<file path="src/rtl/soc_pkg.sv">
// soc_pkg: shared SoC arithmetic-block definitions.
//   DATA_WIDTH  - default datapath width
//   data_t      - one datapath word
//   sub_state_t - serial subtractor control states
//   CNT_W       - bit-counter width for a DATA_WIDTH-bit serial operation
package soc_pkg;

  localparam int unsigned DATA_WIDTH = 8;

  typedef logic [DATA_WIDTH-1:0] data_t;

  typedef enum logic [1:0] {
    IDLE  = 2'd0,
    SHIFT = 2'd1,
    DONE  = 2'd2
  } sub_state_t;

  localparam int unsigned CNT_W = $clog2(DATA_WIDTH);

endpackage : soc_pkg

</file>
<file path="src/rtl/full_subtractor.sv">
// full_subtractor: one-bit full subtractor cell, purely combinational.
//   a    - minuend bit
//   b    - subtrahend bit
//   bin  - borrow in
//   d    - difference bit  (a - b - bin) mod 2
//   bout - borrow out      (a < b + bin)
module full_subtractor (
  input  logic a,
  input  logic b,
  input  logic bin,
  output logic d,
  output logic bout
);

  logic axb;

  always_comb begin
    axb  = a ^ b;
    d    = axb ^ bin;
    // Borrow when a=0,b=1, or when a==b and a borrow is already pending.
    bout = (~a & b) | (~axb & bin);
  end

endmodule : full_subtractor

</file>
<file path="src/rtl/serial_subtractor.sv">
// serial_subtractor: bit-serial unsigned subtractor, LSB first.
// Operands are accepted on an in_valid/in_ready handshake, WIDTH clock
// cycles are spent shifting through a single full-subtractor cell, then the
// result is offered on an out_valid/out_ready handshake.
//   clk, rst      - clock and synchronous active-high reset
//   in_valid/in_ready, a, b          - operand handshake (a - b)
//   out_valid/out_ready, diff, borrowOut - result handshake
//   busy          - high while an operation is in flight (SHIFT or DONE)
module serial_subtractor
  import soc_pkg::*;
#(
  parameter int unsigned WIDTH = DATA_WIDTH
) (
  input  logic             clk,
  input  logic             rst,
  input  logic             in_valid,
  output logic             in_ready,
  input  logic [WIDTH-1:0] a,
  input  logic [WIDTH-1:0] b,
  output logic             out_valid,
  input  logic             out_ready,
  output logic [WIDTH-1:0] diff,
  output logic             borrowOut,
  output logic             busy
);

  // Counter sized for this instance; matches CNT_W at the default width.
  localparam int unsigned        CW       = $clog2(WIDTH);
  localparam logic [CW-1:0]      CNT_LAST = CW'(WIDTH - 1);

  sub_state_t       state_q, state_d;
  logic [WIDTH-1:0] a_sr_q, a_sr_d;
  logic [WIDTH-1:0] b_sr_q, b_sr_d;
  logic [WIDTH-1:0] res_sr_q, res_sr_d;
  logic [WIDTH-1:0] diff_q, diff_d;
  logic             br_q, br_d;
  logic             borrow_q, borrow_d;
  logic [CW-1:0]    cnt_q, cnt_d;

  logic             cell_d;
  logic             cell_bout;
  logic             last_bit;

  full_subtractor u_cell (
    .a    (a_sr_q[0]),
    .b    (b_sr_q[0]),
    .bin  (br_q),
    .d    (cell_d),
    .bout (cell_bout)
  );

  // State register
  always_ff @(posedge clk) begin
    if (rst) begin
      state_q  <= IDLE;
      a_sr_q   <= '0;
      b_sr_q   <= '0;
      res_sr_q <= '0;
      diff_q   <= '0;
      br_q     <= 1'b0;
      borrow_q <= 1'b0;
      cnt_q    <= '0;
    end else begin
      state_q  <= state_d;
      a_sr_q   <= a_sr_d;
      b_sr_q   <= b_sr_d;
      res_sr_q <= res_sr_d;
      diff_q   <= diff_d;
      br_q     <= br_d;
      borrow_q <= borrow_d;
      cnt_q    <= cnt_d;
    end
  end

  // Next-state logic
  always_comb begin
    state_d = state_q;
    unique case (state_q)
      IDLE:    if (in_valid)  state_d = SHIFT;
      SHIFT:   if (last_bit)  state_d = DONE;
      DONE:    if (out_ready) state_d = IDLE;
      default:                state_d = IDLE;
    endcase
  end

  // Datapath next values
  always_comb begin
    last_bit = (cnt_q == CNT_LAST);
    a_sr_d   = a_sr_q;
    b_sr_d   = b_sr_q;
    res_sr_d = res_sr_q;
    diff_d   = diff_q;
    br_d     = br_q;
    borrow_d = borrow_q;
    cnt_d    = cnt_q;
    unique case (state_q)
      IDLE: begin
        if (in_valid) begin
          a_sr_d   = a;
          b_sr_d   = b;
          res_sr_d = '0;
          br_d     = 1'b0;
          cnt_d    = '0;
        end
      end
      SHIFT: begin
        a_sr_d   = a_sr_q >> 1;
        b_sr_d   = b_sr_q >> 1;
        res_sr_d = {cell_d, res_sr_q[WIDTH-1:1]};
        br_d     = cell_bout;
        cnt_d    = cnt_q + 1'b1;
        if (last_bit) begin
          // Publish the fully shifted result, including this cycle's bit.
          diff_d   = {cell_d, res_sr_q[WIDTH-1:1]};
          borrow_d = cell_bout;
          cnt_d    = '0;
        end
      end
      default: ;
    endcase
  end

  // Outputs decoded from registered state only
  always_comb begin
    in_ready  = (state_q == IDLE);
    out_valid = (state_q == DONE);
    busy      = (state_q != IDLE);
    diff      = diff_q;
    borrowOut = borrow_q;
  end

endmodule : serial_subtractor

</file>
<file path="config.mk">
export PLATFORM = sky130hd
export DESIGN_NAME = serial_subtractor
export DESIGN_NICKNAME = d
export VERILOG_FILES = /design/src/rtl/soc_pkg.sv /design/src/rtl/full_subtractor.sv /design/src/rtl/serial_subtractor.sv
export SDC_FILE = /design/constraint.sdc
export NUM_CORES = 1
export LEC_CHECK = 0
export ABC_AREA = 0
export BUFFER_PORTS_ARGS = -buffer_cell sky130_fd_sc_hd__buf_2
export CORE_MARGIN = 2
export CORE_UTILIZATION = 55
export CTS_CLUSTER_DIAMETER = 200
export DETAILED_ROUTE_END_ITERATION = 16
export PLACE_DENSITY = 0.76
export SLEW_MARGIN = 20
export SYNTH_ARGS = -nofsm -noshare
export SYNTH_HDL_FRONTEND = slang
export SYNTH_SLANG_ARGS = --single-unit
</file>
<file path="constraint.sdc">
create_clock -name clk -period 2.1 [get_ports clk]
set_input_delay 0.42 -clock clk [delete_from_list [all_inputs] [get_ports clk]]
set_output_delay 0.42 -clock clk [all_outputs]
set_load 0.05 [all_outputs]
</file>
==> flow_summary.ini <==
[clocking]
insertion_delay_ns = 0.35
cts_inserted_buffers = 5
root_buffer = clkbuf_4
cts.sinks = 38
clk_pin_slew_worst_paths_ns = 0.12
cts_resized = 0
clock_path_buffers = 2
post_cts_buffers = 0
cts_tree = yes
htree_num_levels = 2
hold_buffers = 0

[timing]
final_hold_viol_count = 0
fin_hold_ws_ns = 0.331
post-route-min-period_ns = 1.78
worst_pin_slew_ns = 0.945
slew_headroom = 0.367
rsz0062_at_grt = false
timing.fmax_mhz = 563
post-route-period-util = 0.846
skew_ns = 0.0165
finalSetupViolations = 0
drv_slew = 0
finalSetupTns_ns = 0

[placed_design]
io_buffers = 31
globalplace.congestion = 0.753
place_hpwl_microns = 2290
dp_cells = 219

[floorplanning]
die_y_microns = 58.1
ios = 32
core_area_sq_mm = 0.00278
initial_core_util = 0.579
num_rows = 19
die_area_sq_mm = 0.00338
die_w_microns = 58.1

[layout]
areaGrowthSynthToFinish_pct = 14.7
final_common_cell = dfxtp_1
fill_cells = 246
layout.nets = 218
final_util = 0.664
final_layout_size_suffix_gt1_frac = 0.316
fin_cells = 227
n_antenna_cell = 0
final_cell_mix = dfxtp_1, buf_2, inv_1

[logic_synthesis]
avgSynthCellArea_sq_um = 9.71
yosysWarnings = 0
synth-compound-area-share = 0.262
synth_nets = 189
synth_top_family_by_area = compound AO/OA/AOI/OAI gates
postSynth.asyncResetShare = 0
yosys.area_share.xor_xnor = 0
synth-seq-area-share = 0.472
synthAdderAreaFrac = 0.0280
synth_cell_type_count = 27
yosysTopAreaCell = dfxtp_1
synth_flop_cell = dfxtp_1
synth-edff-count = 0
synthSimpleGateAreaFrac = 0.120
syn-cell-area_sq_mm = 0.00161
ys_ff_latch = 38
synth_cells = 166
synth_top_area_frac = 0.472
synth_area_leaders = dfxtp_1, o221a_1, a21oi_2, a22oi_1, inv_1
muxShareOfSynthArea = 0.0124

[setup_path]
worstPathRequired_ns = 1.68
arrival_ns = 1.36
crit_slowest_cell = dfxtp_1
cpPeakStageDelay_ns = 0.53
critPathCaptureType = output port
path_class = reg2out
critPathMaxFanout = 7
crit_buf_inv = 1
crit_chain = nor2b_1 -> buf_2
path_delay_family = flip-flops
start_kind = register

[route]
drt-total-wl_microns = 3300
viasPerCell = 5.79
drt_iter0_markers = 50
vias = 1314
route.detailed.drc = 0
post_drt_wl_per_cell_microns = 14.5
dr.pass1.iters = 4
antenna_left = 0

[global_routing]
grt_max_degree = 28
overflow = 0
grt.total_usage = 0.228
grt_pass1_wl_microns = 5850
antenna_found_initial = 0
first_global_vias = 1291

[status]
outcome = finished clean

[min_path]
hold_class = in2reg

[pwr]
netSwitchingPower_w = 0.000363
cellPowerDensity_mw_per_mm2 = 861
clockPowerShare = 0.406
p_comb_frac = 0.106
power.total_w = 0.00159
seqPwrFrac = 0.488
intPower_w = 0.00123
peakVddDrop_v = 0.000647
swShare = 0.228
leakage_nw = 0.770

[run]
drv_cap = 0
-- power groups by stage --
stage          logic, W  registers, W  clock network (W)
5_1_grt        0.000188      0.000781           0.000684
6_report       0.000169      0.000776           0.000647
3_3_place_gp   0.000160      0.000790                  0
3_5_place_dp   0.000168      0.000791                  0
4_1_cts        0.000170      0.000776           0.000646
2_1_floorplan  0.000141      0.000783                  0
-- routing by layer --
| layer | share of wire | GRT usage | vias up |
|---|---|---|---|
| met5 | 0 | 0 | - |
| met4 | 0.013 | 0.0831 | 0 |
| met3 | 0.056 | 0.0692 | 7 |
| met2 | 0.47 | 0.373 | 33 |
| met1 | 0.46 | 0.283 | 639 |
| li1 | - | - | 635 |
-- worst paths after layout --
check	cells after the start	endpoint	slack [ns]	from
worst max-delay path	2	out_valid	0.32	state_q[1]$_SDFFE_PP0P_
worst min-delay path	3	a_sr_q[7]$_SDFFE_PP0P_	0.33	a[7]
worst max register to register	3	b_sr_q[4]$_SDFFE_PP0P_	0.38	state_q[0]$_SDFFE_PP0P_
worst min register to register	2	diff[4]$_SDFFE_PP0P_	0.46	diff[4]$_SDFFE_PP0P_
-- stage by stage --
stage	instance area, sq um	setup slack (ns)
global route	1850	0.231
detailed placement	1740	0.381
global placement	1740	0.453
CTS	1850	0.313
finish	1850	0.324
floorplan	1610	0.425
-- area by class of cell --
cell class                      instances  area, sq um  share of cell area
Sequential cell                        38          761               0.412
Multi-Input combinational cell         96          681               0.368
Timing Repair Buffer                   35          185               0.100
Inverter                               19         71.3              0.0386
Clock inverter                          2         60.1              0.0325
Clock buffer                            6         51.3              0.0278
Tap cell                               31         38.8              0.0210
-- registers in the layout, summed over array words and instances, names as in the netlist --
name       cells
res_sr_q       7
state_q        2
borrowOut      1
br_q           1
diff           8
cnt_q          3
b_sr_q         8
a_sr_q         8
-- cells in the mapped netlist (2+ instances only) --
library cell and n:
buf_6 2, clkbuf_1 3, buf_4 4, buf_2 3, a21oi_2 11, o221a_2 4
o221a_1 10, a21oi_1 12, a32oi_1 2, mux2i_1 2, nand2_1 8, a22oi_1 11
nand3_1 8, inv_1 19, ha_1 2, nor2_1 17, dfxtp_1 38
-- kinds of logic after synthesis --
| logic type | count (synthesis) |
|---|---|
| AOI/OAI and AO/OA | 51 |
| buffers and inverters | 32 |
| muxes | 2 |
| and+or+nand+nor | 40 |
| DFF | 38 |
| adders and majority gates | 3 |
-- worst register-to-register path: stages (launching register included) --
cell and delay, ns:
dfxtp_1 0.52, nor2_1 0.09, nor2_1 0.72, o221a_1 0.34
Note: power is estimated with default switching activity, not from simulation.
